[src/rtl/ft_pkg.sv]
// rtl/ft_pkg.sv - shared types and constants for the FT245 synchronous FIFO transmit path
package ft_pkg;

    localparam int FT_DATA_W = 8;

    typedef enum logic [2:0] {
        ST_IDLE,
        ST_DRIVE,
        ST_SEND,
        ST_RELEASE,
        ST_SIWU
    } ft_tx_state_t;

endpackage

[src/rtl/ft_sync_tx_if.sv]
// rtl/ft_sync_tx_if.sv - byte source handshake and flush request into ft_sync_tx
interface ft_sync_tx_if;
    import ft_pkg::*;

    logic [FT_DATA_W-1:0] din;
    logic                 din_valid;
    logic                 din_ready;
    logic                 flush;

    modport master (
        output din,
        output din_valid,
        output flush,
        input  din_ready
    );

    modport slave (
        input  din,
        input  din_valid,
        input  flush,
        output din_ready
    );
endinterface

[src/rtl/ft_tx_fifo.sv]
// rtl/ft_tx_fifo.sv - single-clock circular byte buffer with combinational head
// next_head is the byte that becomes head after a pop on this edge, bypassing a same-edge push.
module ft_tx_fifo
    import ft_pkg::*;
#(
    parameter int DEPTH = 16,
    parameter int LVL_W = $clog2(DEPTH + 1)
) (
    input  logic                 clk,
    input  logic                 rst_,
    input  logic                 push,
    input  logic [FT_DATA_W-1:0] wr_data,
    input  logic                 pop,
    output logic [FT_DATA_W-1:0] head,
    output logic [FT_DATA_W-1:0] next_head,
    output logic [LVL_W-1:0]     count
);
    localparam int PTR_W = $clog2(DEPTH);

    logic [FT_DATA_W-1:0] mem [DEPTH];
    logic [PTR_W-1:0]     wr_ptr;
    logic [PTR_W-1:0]     rd_ptr;
    logic [PTR_W-1:0]     rd_ptr_nx;

    always_ff @(posedge clk) begin
        if (push) begin
            mem[wr_ptr] <= wr_data;
        end
    end

    always_ff @(posedge clk or negedge rst_) begin
        if (!rst_) begin
            wr_ptr <= '0;
            rd_ptr <= '0;
            count  <= '0;
        end else begin
            if (push) begin
                wr_ptr <= wr_ptr + 1'b1;
            end
            if (pop) begin
                rd_ptr <= rd_ptr + 1'b1;
            end
            case ({push, pop})
                2'b10:   count <= count + 1'b1;
                2'b01:   count <= count - 1'b1;
                default: count <= count;
            endcase
        end
    end

    assign rd_ptr_nx = rd_ptr + 1'b1;
    assign head      = mem[rd_ptr];
    assign next_head = (count > LVL_W'(1)) ? mem[rd_ptr_nx] : wr_data;
endmodule

[src/rtl/ft_sync_tx.sv]
// rtl/ft_sync_tx.sv - FT232H/FT2232H sync 245-FIFO transmitter: buffer, bus FSM, write strobe
// Optional send-immediate (flush flag, SIWU state, siwub pulse) enabled by FT_TX_SIWU_EN.
module ft_sync_tx
    import ft_pkg::*;
#(
    parameter int DEPTH = 16,
    parameter int LVL_W = $clog2(DEPTH + 1)
) (
    input  logic                 clk,
    input  logic                 rst_,
    ft_sync_tx_if.slave          src,
    input  logic                 bus_gnt,
    input  logic                 txe_,
    output logic [FT_DATA_W-1:0] ad_out,
    output logic                 ad_oe,
    output logic                 wr_,
    output logic                 siwub,
    output logic [LVL_W-1:0]     level
);
    ft_tx_state_t         state_q;
    ft_tx_state_t         state_d;
    logic [FT_DATA_W-1:0] ad_out_d;
    logic [FT_DATA_W-1:0] head;
    logic [FT_DATA_W-1:0] next_head;
    logic                 push;
    logic                 pop;
    logic                 ad_oe_d;
    logic                 wr_d;

    assign src.din_ready = (level < LVL_W'(DEPTH));
    assign push          = src.din_valid & src.din_ready;

    ft_tx_fifo #(
        .DEPTH (DEPTH),
        .LVL_W (LVL_W)
    ) u_fifo (
        .clk       (clk),
        .rst_      (rst_),
        .push      (push),
        .wr_data   (src.din),
        .pop       (pop),
        .head      (head),
        .next_head (next_head),
        .count     (level)
    );

`ifdef FT_TX_SIWU_EN
    logic flush_q;
    logic siwub_d;

    always_ff @(posedge clk or negedge rst_) begin
        if (!rst_) begin
            flush_q <= 1'b0;
        end else begin
            flush_q <= src.flush | (flush_q & (state_q != ST_SIWU));
        end
    end
`endif

    always_comb begin
        state_d  = state_q;
        ad_out_d = ad_out;
        pop      = 1'b0;
        case (state_q)
            ST_IDLE: begin
                if (bus_gnt && !txe_ && level != '0) begin
                    state_d  = ST_DRIVE;
                    ad_out_d = head;
                end
`ifdef FT_TX_SIWU_EN
                else if (flush_q && level == '0 && bus_gnt) begin
                    state_d = ST_SIWU;
                end
`endif
            end
            ST_DRIVE: begin
                ad_out_d = head;
                state_d  = (bus_gnt && !txe_) ? ST_SEND : ST_RELEASE;
            end
            ST_SEND: begin
                // wr_ is low for the whole state, so any edge with txe_ low moves a byte
                pop = !txe_;
                if (!txe_ && bus_gnt && (level > LVL_W'(1) || push)) begin
                    ad_out_d = next_head;
                end else begin
                    state_d = ST_RELEASE;
                end
            end
            ST_RELEASE: state_d = ST_IDLE;
            ST_SIWU:    state_d = ST_IDLE;
            default:    state_d = ST_IDLE;
        endcase
    end

    assign wr_d    = (state_d != ST_SEND);
    assign ad_oe_d = (state_d == ST_DRIVE) || (state_d == ST_SEND) || (state_d == ST_RELEASE);

    always_ff @(posedge clk or negedge rst_) begin
        if (!rst_) begin
            state_q <= ST_IDLE;
            ad_out  <= '0;
            ad_oe   <= 1'b0;
            wr_     <= 1'b1;
        end else begin
            state_q <= state_d;
            ad_out  <= ad_out_d;
            ad_oe   <= ad_oe_d;
            wr_     <= wr_d;
        end
    end

`ifdef FT_TX_SIWU_EN
    assign siwub_d = (state_d != ST_SIWU);

    always_ff @(posedge clk or negedge rst_) begin
        if (!rst_) begin
            siwub <= 1'b1;
        end else begin
            siwub <= siwub_d;
        end
    end
`else
    logic unused_flush;
    assign unused_flush = src.flush;
    assign siwub        = 1'b1;
`endif
endmodule

[src/flat_wrapper.sv]
// flat-port wrapper written by rule: the top's interface ports become plain ports
module ft_sync_tx_flat import ft_pkg::*;
#(
    parameter int DEPTH = 16,
    parameter int LVL_W = $clog2(DEPTH + 1)
)
  (clk, rst_, bus_gnt, txe_, ad_out, ad_oe, wr_, siwub, level, src_din, src_din_valid, src_flush, src_din_ready);
  ft_sync_tx_if src_i ();
  input  logic clk;
  input  logic rst_;
  input  logic bus_gnt;
  input  logic txe_;
  output logic [FT_DATA_W-1:0] ad_out;
  output logic ad_oe;
  output logic wr_;
  output logic siwub;
  output logic [LVL_W-1:0] level;
  input wire logic [$bits(src_i.din)-1:0] src_din;
  input wire logic [$bits(src_i.din_valid)-1:0] src_din_valid;
  input wire logic [$bits(src_i.flush)-1:0] src_flush;
  output wire logic [$bits(src_i.din_ready)-1:0] src_din_ready;
  assign src_i.din = src_din;
  assign src_i.din_valid = src_din_valid;
  assign src_i.flush = src_flush;
  assign src_din_ready = src_i.din_ready;
  ft_sync_tx #(.DEPTH(DEPTH), .LVL_W(LVL_W)) u_core (.clk(clk), .rst_(rst_), .src(src_i), .bus_gnt(bus_gnt), .txe_(txe_), .ad_out(ad_out), .ad_oe(ad_oe), .wr_(wr_), .siwub(siwub), .level(level));
endmodule
[config.mk]
export PLATFORM = sky130hd
export DESIGN_NAME = ft_sync_tx_flat
export DESIGN_NICKNAME = d
export VERILOG_FILES = /design/src/rtl/ft_pkg.sv /design/src/rtl/ft_sync_tx_if.sv /design/src/rtl/ft_tx_fifo.sv /design/src/rtl/ft_sync_tx.sv /design/src/flat_wrapper.sv
export SDC_FILE = /design/constraint.sdc
export NUM_CORES = 1
export LEC_CHECK = 0
export ABC_AREA = 1
export CORE_UTILIZATION = 60
export DETAILED_ROUTE_END_ITERATION = 10
export PLACE_DENSITY_LB_ADDON = 0.15
export SLEW_MARGIN = 20
export SYNTH_ARGS = -nofsm -noshare
export SYNTH_HDL_FRONTEND = slang
export SYNTH_SLANG_ARGS = --single-unit
[constraint.sdc]
create_clock -name clk -period 2.3 [get_ports clk]
set_clock_uncertainty 0.05 [all_clocks]
set_input_delay 0.46 -clock clk [delete_from_list [all_inputs] [get_ports clk]]
set_output_delay 0.46 -clock clk [all_outputs]
set_load 0.02 [all_outputs]
==> results of run 1 <==
## registers in the layout, summed over array words and instances, names as in the netlist
register,cells
u_core.ad_out,8
u_core.wr_,1
u_core.state_q,3
u_core.u_fifo.count,5
u_core.u_fifo.mem,128
u_core.u_fifo.rd_ptr,4
u_core.u_fifo.wr_ptr,4
u_core.ad_oe,1
## routing by layer
metal	track usage [%]	vias up	wire [µm]
met5	0	-	0
met2	53.6	360	10500
met4	16.1	0	703
met3	5.84	60	2140
met1	42.3	3116	8130
li1	-	3177	-
## report_power, final
part | switching (W) | internal [W]
clock | 0.00101 | 0.00161
combinational | 0.00449 | 0.00233
sequential | 0.000279 | 0.00344
total | 0.00578 | 0.00738
## final timing paths
path                                         start          endpoint  slack (ns)
max                        u_core.u_fifo.rd_ptr[1]  u_core.ad_out[5]        0.15
min                                           rst_  u_core.ad_out[0]        0.37
max reg2reg                u_core.u_fifo.rd_ptr[1]  u_core.ad_out[5]        0.15
min reg2reg                       u_core.ad_out[3]  u_core.ad_out[3]        0.42
max in group asynchronous                     rst_        u_core.wr_        1.52
min in group clk                  u_core.ad_out[3]  u_core.ad_out[3]        0.42
## synthesized netlist by cell type
cell,number,share of area [%]
nand2_1,263,12
nand3_1,154,9.5
inv_1,131,6.0
edfxtp_1,128,47
o21ai_0,54,3.3
o211ai_1,40,3.7
dfrtp_1,25,7.7
nor2_1,25,1.2
buf_2,24,1.5
a21oi_1,18,1.1
clkbuf_1,16,0.74
ha_1,10,1.5
inv_2,9,0.42
xor2_1,7,0.75
buf_4,6,0.55
nor2_2,3,0.23
buf_1,2,0.092
conb_1,2,0.092
nand4_1,2,0.15
o21ai_1,2,0.12
xnor2_1,2,0.22
buf_6,1,0.14
clkinv_2,1,0.061
dfstp_2,1,0.32
nand2_2,1,0.077
nand3_2,1,0.12
nor3_1,1,0.061
o21ai_2,1,0.11
or2_1,1,0.077
xnor2_2,1,0.20
xor2_2,1,0.20
xor2_4,1,0.34
## through the flow
step	util [%]	instances	total power, W
after floorplan	-	934	0.00822
after global placement	66.4	1140	0.0102
after detailed placement	66.4	1140	0.0104
after CTS	70.7	1172	0.0131
after global routing	70.7	1172	0.0140
final	70.7	1172	0.0132
## cell families after synthesis
group	after synthesis	share of synthesized area [%]
buffers and inverters	190	9.52
adder cells (fa/ha/maj)	10	1.54
AO/OA/AOI/OAI	115	8.36
XOR/XNOR	12	1.71
AND/OR/NAND/NOR	451	23.5
flip-flops	154	55.3
other	2	0.0924
## timing repair
action	CTS	global route
setup buffers	0	0
hold buffers	0	0
endpoints found under the setup margin	0	1
gates resized for setup	0	1
## area by class of cell
type	count	area, µm²	share of cell area (%)
multi-input cells	590	2860	30.6
flip-flops and latches	154	4500	48.0
repair buffers	79	688	7.35
well taps	176	220	2.35
clock inverters	1	5.00	0.0534
clock buffers	31	558	5.96
inverters	141	531	5.66
==> metrics.csv, run 1 <==
metric,value,unit
status,finished clean,
Max Cap Violations,0,
Clock Latency Late Sink,0.43,ns
Fillers,1048,
Critical Path Sink Type,flop,
vias in the first global route,6482,
sequential-to-total area share from yosys stat,55.3,%
H-tree depth,4,
Tcrit/Tclk final,93.5,%
Die ar.,14000,µm²
Final setup viols,0,
"commonest non-fill, non-tap cells in the layout","nand2_1, nand3_1, inv_1",
core box area,13200,µm²
Critical Path Most Common Cell,nand2_1,
vias per inst,5.73,
I/O pins,31,
first drt pass iteration count,6,
Worst R2R Path Depth,10,
"commonest non-fill, non-tap cell in the layout",nand2_1,
Antenna diodes,0,
syn nets,958,
PortBufs,28,
Area Growth Syn to Fin,15.2,%
"Min Clock Period, post-route",2.15,ns
#FFs+latches synth,154,
fin worst setup slack,0.150,ns
pre-CTS WS,0.0480,ns
Slew HR,64.7,%
setup_tns,0,ns
post-route ant nets,0,
Crit path depth,10,
CTS Buf Count,17,
gp weighted congestion,0.962,
crit path max fanout,36,
kind of critical path,reg -> reg,
dpl cell area,8800,µm²
area of the mapped netlist,8130,µm²
Initial Util,61.4,%
drt wl/cell,18.3,µm
Rows,42,
total number of vias,6713,
Max VDD drop,0.000750,V
Synth Warn #,0,
Cells after Synth,934,
largest delay contributor family on the critical path,simple AND/OR/NAND/NOR gates,
root buf cell,clkbuf_16,
Synth cell types,32,
final hold vios,0,
fin. max-slew vios,0,
grt ovf,0,
largest net degree at the start of global routing,61,
worst path required time,2.57,ns
slowest CP cell,dfrtp_1,
CP Buf/Inv Count,2,
Detail Placement HPWL,14400,µm
CTS tree,done,
CP max stage delay,0.44,ns
pwr dens,1400,nW/µm²
Die Width,118,µm
1st-iter DRT viols,753,
Total Nets Final,1007,
fraction of layout cells with a size suffix above 1,9.94,%
Finished Cell Area,9370,µm²
Worst-path clk slew,0.06,ns
RSZ-0062 raised after global routing,false,
Syn Area/Cell,8.71,µm²
Slew @ Worst Pin,0.529,ns
Leak,4.12,nW
Sink Count,154,
hold_ws,0.367,ns
worst hold path type,in -> async,
CTS Buffer Depth,2,
startpoint type of the worst setup path,flop,
CP cell instances,buf_12 -> nand3_2 -> xor2_4 -> inv_2 -> nand3_1 -> nand3_1 -> nand2_1 -> nand2_1 -> nand2_1 -> nand2_1,
Total Wirelength,21400,µm
f_max,465,MHz
initial antenna violation count,0,
Die Span Y,118,µm
DRC errors left,0,
first-pass GRT wire length,33800,µm
Tot GR Track Use,32.8,%
CP arrival,2.42,ns
Power figures use the tool's default switching activity.
==> inputs of run 2 (changes only) <==
CORE_ASPECT_RATIO = 0.5   (was default)
REMOVE_ABC_BUFFERS = 1   (was default)
==> run 2 against run 1 <==
- maximum frequency decreased by 0.91%
- cell count is 1.0% lower
- sequential share of layout area decreased by 0.16 points
- critical path type unchanged
- critical endpoint is now u_core.ad_out[2]
- highest routed layer unchanged
- design area grew 0.33%
==> metrics.csv, run 2 (synthesis results as in run 1) <==
metric,value,unit,change
status,finished clean,,
H-tree depth,4,,unchanged
dpl cell area,8810,µm²,+0.11%
Met2 Wirelength,9310,µm,-11%
Multi-input gate area,2860,µm²,unchanged
Critical Path Sink Type,flop,,
Total Wirelength,21300,µm,-0.81%
CTS Buffer Depth,2,,unchanged
Reg with most FFs,u_core.u_fifo.mem,,
Rows,29,,-31%
met3 WL,2870,µm,+34%
Total Nets Final,1001,,-0.60%
Die Span Y,84.3,µm,-29%
Net Sw Frac,44.8,%,+0.86 points
Die ar.,14100,µm²,+0.20%
top sig layer,met4,,
switching power,0.00603,W,+4.3%
CTS tree,done,,
pre-CTS WS,0.0646,ns,+0.0166 ns
root buf cell,clkbuf_16,,
reg2reg end,u_core.ad_out[2],,
"commonest non-fill, non-tap cell in the layout",nand2_1,,
Worst R2R Path Depth,11,,+1
drt wl/cell,18.3,µm,+0.21%
"Min Clock Period, post-route",2.17,ns,+0.0197 ns
Finished Cell Area,9400,µm²,+0.33%
worst hold path type,in -> async,,
sequential standard cell area,4500,µm²,unchanged
post-route ant nets,0,,unchanged
core box area,13000,µm²,-2.2%
M1 WL,8730,µm,+7.5%
biggest regs,"u_core.u_fifo.mem: 128 flops, u_core.ad_out: 8 flops, u_core.u_fifo.count: 5 flops",,
final hold vios,0,,unchanged
first drt pass iteration count,5,,-1
hold-fix buffers at CTS,0,,unchanged
Combinational Power Share,52.3,%,+0.4 points
Antenna diodes,0,,unchanged
Worst-path clk slew,0.06,ns,about the same
Initial Util,62.8,%,+1.4 points
f_max,461,MHz,-0.91%
Area Growth Syn to Fin,15.6,%,
initial antenna violation count,0,,unchanged
DRC errors left,0,,unchanged
fin. max-slew vios,0,,unchanged
max reg flops,128,,unchanged
I/O pins,31,,unchanged
fraction of layout cells with a size suffix above 1,9.90,%,-0.041 points
vias per inst,5.85,,+2.2%
grt ovf,0,,unchanged
Max VDD drop,0.000881,V,+17%
Final setup viols,0,,unchanged
Fillers,937,,-11%
PortBufs,28,,unchanged
Sink Count,154,,unchanged
fin worst setup slack,0.130,ns,-0.0197 ns
1st-iter DRT viols,955,,+27%
gp weighted congestion,0.890,,-7.5%
total number of vias,6789,,+1.1%
worst r2r src,u_core.u_fifo.rd_ptr[0],,
crit path max fanout,32,,-11%
Tcrit/Tclk final,94.3,%,+0.86 points
Clock power frac,20.4,%,+0.5 points
worst path required time,2.62,ns,+0.05 ns
RSZ-0062 raised after global routing,false,,
Die Width,167,µm,+41%
Detail Placement HPWL,14200,µm,-2.0%
"commonest non-fill, non-tap cells in the layout","nand2_1, nand3_1, inv_1",,
startpoint type of the worst setup path,flop,,
Clock Latency Late Sink,0.43,ns,about the same
first-pass GRT wire length,34000,µm,+0.35%
Leak,4.13,nW,about the same
internal power,0.00743,W,+0.72%
pwr dens,1430,nW/µm²,+1.9%
kind of critical path,reg -> reg,,
vias in the first global route,6401,,-1.2%
Max Cap Violations,0,,unchanged
r2r setup slk,0.13,ns,-0.02 ns
CTS Buf Count,17,,unchanged
CP arrival,2.49,ns,+0.07 ns
largest net degree at the start of global routing,98,,+61%
Sequential Power Share,27.4,%,-0.8 points
Post-CTS Setup Repair Bufs,0,,unchanged
Tot GR Track Use,32.5,%,-0.28 points
[run 2: timing repair]
action,in CTS,in global routing
gates resized for setup,0,2
hold endpoints to repair,0,0
setup endpoints to repair,0,2
[run 2: final cells by class]
type | instances | share of cell area [%]
clock buffers | 20 | 4.98
clock inverters | 12 | 1.20
inverters | 141 | 5.65
multi-input cells | 590 | 30.5
flip-flops and latches | 154 | 47.9
well taps | 170 | 2.26
repair buffers | 73 | 7.55
[run 2: worst max-delay path by stage]
stage                            startpoint                        to  slack [ns]  depth (start not counted)
detailed placement            src_din_valid  u_core.u_fifo.mem[11][0]        0.06                          6
global route        u_core.u_fifo.rd_ptr[0]          u_core.ad_out[2]        0.01                         11
finish              u_core.u_fifo.rd_ptr[0]          u_core.ad_out[2]        0.13                         11
global placement              src_din_valid  u_core.u_fifo.mem[11][0]        0.15                          6
CTS                 u_core.u_fifo.rd_ptr[0]          u_core.ad_out[3]        0.18                         12
floorplan           u_core.u_fifo.rd_ptr[0]          u_core.ad_out[0]       -3.23                         10
[run 2: power by group through the flow]
stage          combinational, W  clock (W)  sequential, W
3_3_place_gp            0.00655          0        0.00371
5_1_grt                 0.00762    0.00288        0.00372
4_1_cts                 0.00683    0.00276        0.00367
3_5_place_dp            0.00677          0        0.00372
2_1_floorplan           0.00331          0        0.00419
6_report                0.00703    0.00274        0.00368
[run 2: routing by layer]
layer	GRT usage, %	vias to the layer above
li1	-	3175
met1	45.4	3128
met2	49.5	435
met3	10.3	51
met4	8.42	0
met5	0	-
[run 2: through the flow]
step | total power (W) | hold WS [ns] | TNS, ns | utilization (%) | std cells
floorplan | 0.00750 | 0.114 | -33.82 | - | 885
global placement | 0.0103 | 0.415 | 0 | 68.0 | 1128
detailed placement | 0.0105 | 0.418 | 0 | 68.0 | 1128
CTS | 0.0133 | 0.374 | 0 | 72.5 | 1160
global route | 0.0142 | 0.394 | 0 | 72.5 | 1160
finish | 0.0135 | 0.362 | 0 | 72.5 | 1160
[run 2: critical path, cell delays in order (launching register included)]
cell     delay [ns]
dfrtp_4        0.50
ha_1           0.37
inv_1          0.12
buf_12         0.22
nand3_1        0.11
nand3_1        0.11
nand3_1        0.18
nand3_1        0.15
nand2_1        0.06
nand2_1        0.10
nand2_1        0.07
nand2_1        0.06
==> inputs of run 3 (changes only) <==
CORE_ASPECT_RATIO = 1.75   (was 0.5)
==> run 3 against run 2 <==
- critical path depth did not move
- design area is 0.29% lower
- global-route usage grew 2.3 points
- hold slack gained 0.028 ns
- sequential power rose by 2%
- sequential cell count did not move
- routed wire length up 10%
- clock power is 3% lower
- non-clock buffer count up 1
- maximum frequency rose by 0.81%
- critical path type unchanged
- largest cell class unchanged
==> metrics.csv, run 3 (synthesis results as in run 1) <==
metric,value,unit,change
grt ovf,0,,unchanged
post-route ant nets,0,,unchanged
reg2reg end,u_core.ad_out[2],,
Sink Count,154,,unchanged
CTS tree,done,,
1st-iter DRT viols,634,,-34%
Tot GR Track Use,34.8,%,+2.3 points
fraction of layout cells with a size suffix above 1,9.99,%,+0.091 points
CTS Buffer Depth,2,,unchanged
RSZ-0062 raised after global routing,false,,
# placed instances,1130,,+0.18%
r2r setup slk,0.15,ns,+0.02 ns
PortBufs,28,,unchanged
"Min Clock Period, post-route",2.15,ns,-0.0174 ns
initial antenna violation count,0,,unchanged
Detail Placement HPWL,15800,µm,+12%
hold_ws,0.390,ns,+0.0281 ns
Area Growth Syn to Fin,15.2,%,
final hold vios,0,,unchanged
startpoint type of the worst setup path,flop,,
Tcrit/Tclk final,93.6,%,-0.76 points
drt wl/cell,20.2,µm,+10%
kind of critical path,reg -> reg,,
CP cell instances,ha_1 -> inv_1 -> buf_4 -> nand3_1 -> nand3_1 -> nand3_1 -> nand3_1 -> nand2_1 -> nand2_1 -> nand2_1 -> nand2_1,,
worst hold path type,in -> async,,
vias in the first global route,6700,,+4.7%
first drt pass iteration count,7,,+2
DRC errors left,0,,unchanged
vias per inst,5.88,,+0.40%
worst path required time,2.61,ns,about the same
Die ar.,14000,µm²,about the same
Max VDD drop,0.000874,V,-0.78%
total number of vias,6828,,+0.57%
f_max,465,MHz,+0.81%
Rows,55,,+90%
slowest CP cell,dfrtp_4,,
Post-CTS Setup Repair Bufs,0,,unchanged
crit path max fanout,16,,-50%
Die Width,90,µm,-46%
Slew HR,56.1,%,
I/O pins,31,,unchanged
Die Span Y,156,µm,+85%
Critical Path Sink Type,flop,,
CP Buf/Inv Count,2,,unchanged
fin cells,1162,,+0.17%
Leak,4.12,nW,-0.13%
"commonest non-fill, non-tap cells in the layout","nand2_1, nand3_1, inv_1",,
hold-fix buffers at CTS,0,,unchanged
Final setup viols,0,,unchanged
Total Nets Final,1002,,+0.10%
Max Cap Violations,0,,unchanged
biggest regs,"u_core.u_fifo.mem: 128 flops, u_core.ad_out: 8 flops, u_core.u_fifo.count: 5 flops",,
root buf cell,clkbuf_16,,
largest delay contributor family on the critical path,simple AND/OR/NAND/NOR gates,,
core box area,13100,µm²,+0.94%
Critical Path Start,u_core.u_fifo.rd_ptr[0],,
Total Wirelength,23400,µm,+10%
Worst R2R Path Depth,11,,unchanged
CP arrival,2.46,ns,-0.03 ns
Clock Latency Late Sink,0.42,ns,about the same
largest net degree at the start of global routing,64,,-35%
worst r2r src,u_core.u_fifo.rd_ptr[0],,
gp weighted congestion,0.979,,+10%
status,finished clean,,
Initial Util,62.2,%,-0.58 points
Worst-path clk slew,0.06,ns,about the same
Reg with most FFs,u_core.u_fifo.mem,,
CTS Buf Count,17,,unchanged
H-tree depth,4,,unchanged
fin. max-slew vios,0,,unchanged
first-pass GRT wire length,35300,µm,+4.1%
PostCTS Resize Cnt,0,,unchanged
pwr dens,1440,nW/µm²,+0.37%
max reg flops,128,,unchanged
Slew @ Worst Pin,0.656,ns,
"commonest non-fill, non-tap cell in the layout",nand2_1,,
CP max stage delay,0.54,ns,+0.04 ns
Antenna diodes,0,,unchanged
run 3: cell types whose count changed in the layout (fill, tap and decap cells not counted), moves of 2 or more:
cell,before,now
buf_4,37,41
inv_8,0,3
buf_12,7,5
clkinv_4,2,4
inv_6,4,2
run 3: layout make-up:
| class | instances | area (µm²) |
|---|---|---|
| fillers | 969 | 3710 |
| multi-input cells | 590 | 2870 |
| repair buffers | 74 | 688 |
| clock buffers | 17 | 425 |
| clock inverters | 15 | 143 |
| flip-flops and latches | 154 | 4500 |
| inverters | 141 | 533 |
| well taps | 171 | 214 |
run 3: worst reg2reg max path, cell delays in order (launching register included):
cell	delay, ns
dfrtp_4	0.54
ha_1	0.39
inv_1	0.11
buf_4	0.26
nand3_1	0.11
nand3_1	0.11
nand3_1	0.13
nand3_1	0.11
nand2_1	0.07
nand2_1	0.08
nand2_1	0.07
nand2_1	0.06
run 3: worst max-delay path by stage:
stage / end / slack, ns / depth (start not counted)
after CTS: src_din_ready / 0.18 / 2
after floorplan: u_core.ad_out[0] / -3.23 / 10
after detailed placement: u_core.u_fifo.mem[7][4] / 0.08 / 6
final: u_core.ad_out[2] / 0.15 / 11
after global placement: u_core.u_fifo.mem[3][5] / 0.15 / 6
after global routing: u_core.ad_out[7] / 0.08 / 11
run 3: metrics by stage:
stage	cell area [µm²]	worst slack (ns)	TNS, ns	total power, W	util [%]
2_1_floorplan	7890	-3.23	-33.82	0.00750	-
3_3_place_gp	8790	0.152	0	0.0104	67.3
3_5_place_dp	8790	0.0827	0	0.0106	67.3
4_1_cts	9360	0.181	0	0.0133	71.6
5_1_grt	9370	0.0820	0	0.0142	71.7
6_report	9370	0.148	0	0.0135	71.7
run 3: per-layer routing:
metal,part of all wire [%],track usage (%)
met1,34,36.9
met2,52,62.3
met3,7.2,5.85
met4,6.8,24.5
met5,0,0
run 3: power breakdown:
group / total, W / leakage [nW] / switching [W] / internal (W)
Combinational: 0.00705 / 2.37 / 0.00472 / 0.00233
Clock: 0.00267 / 0.281 / 0.00116 / 0.00151
Sequential: 0.00375 / 1.47 / 0.000314 / 0.00343
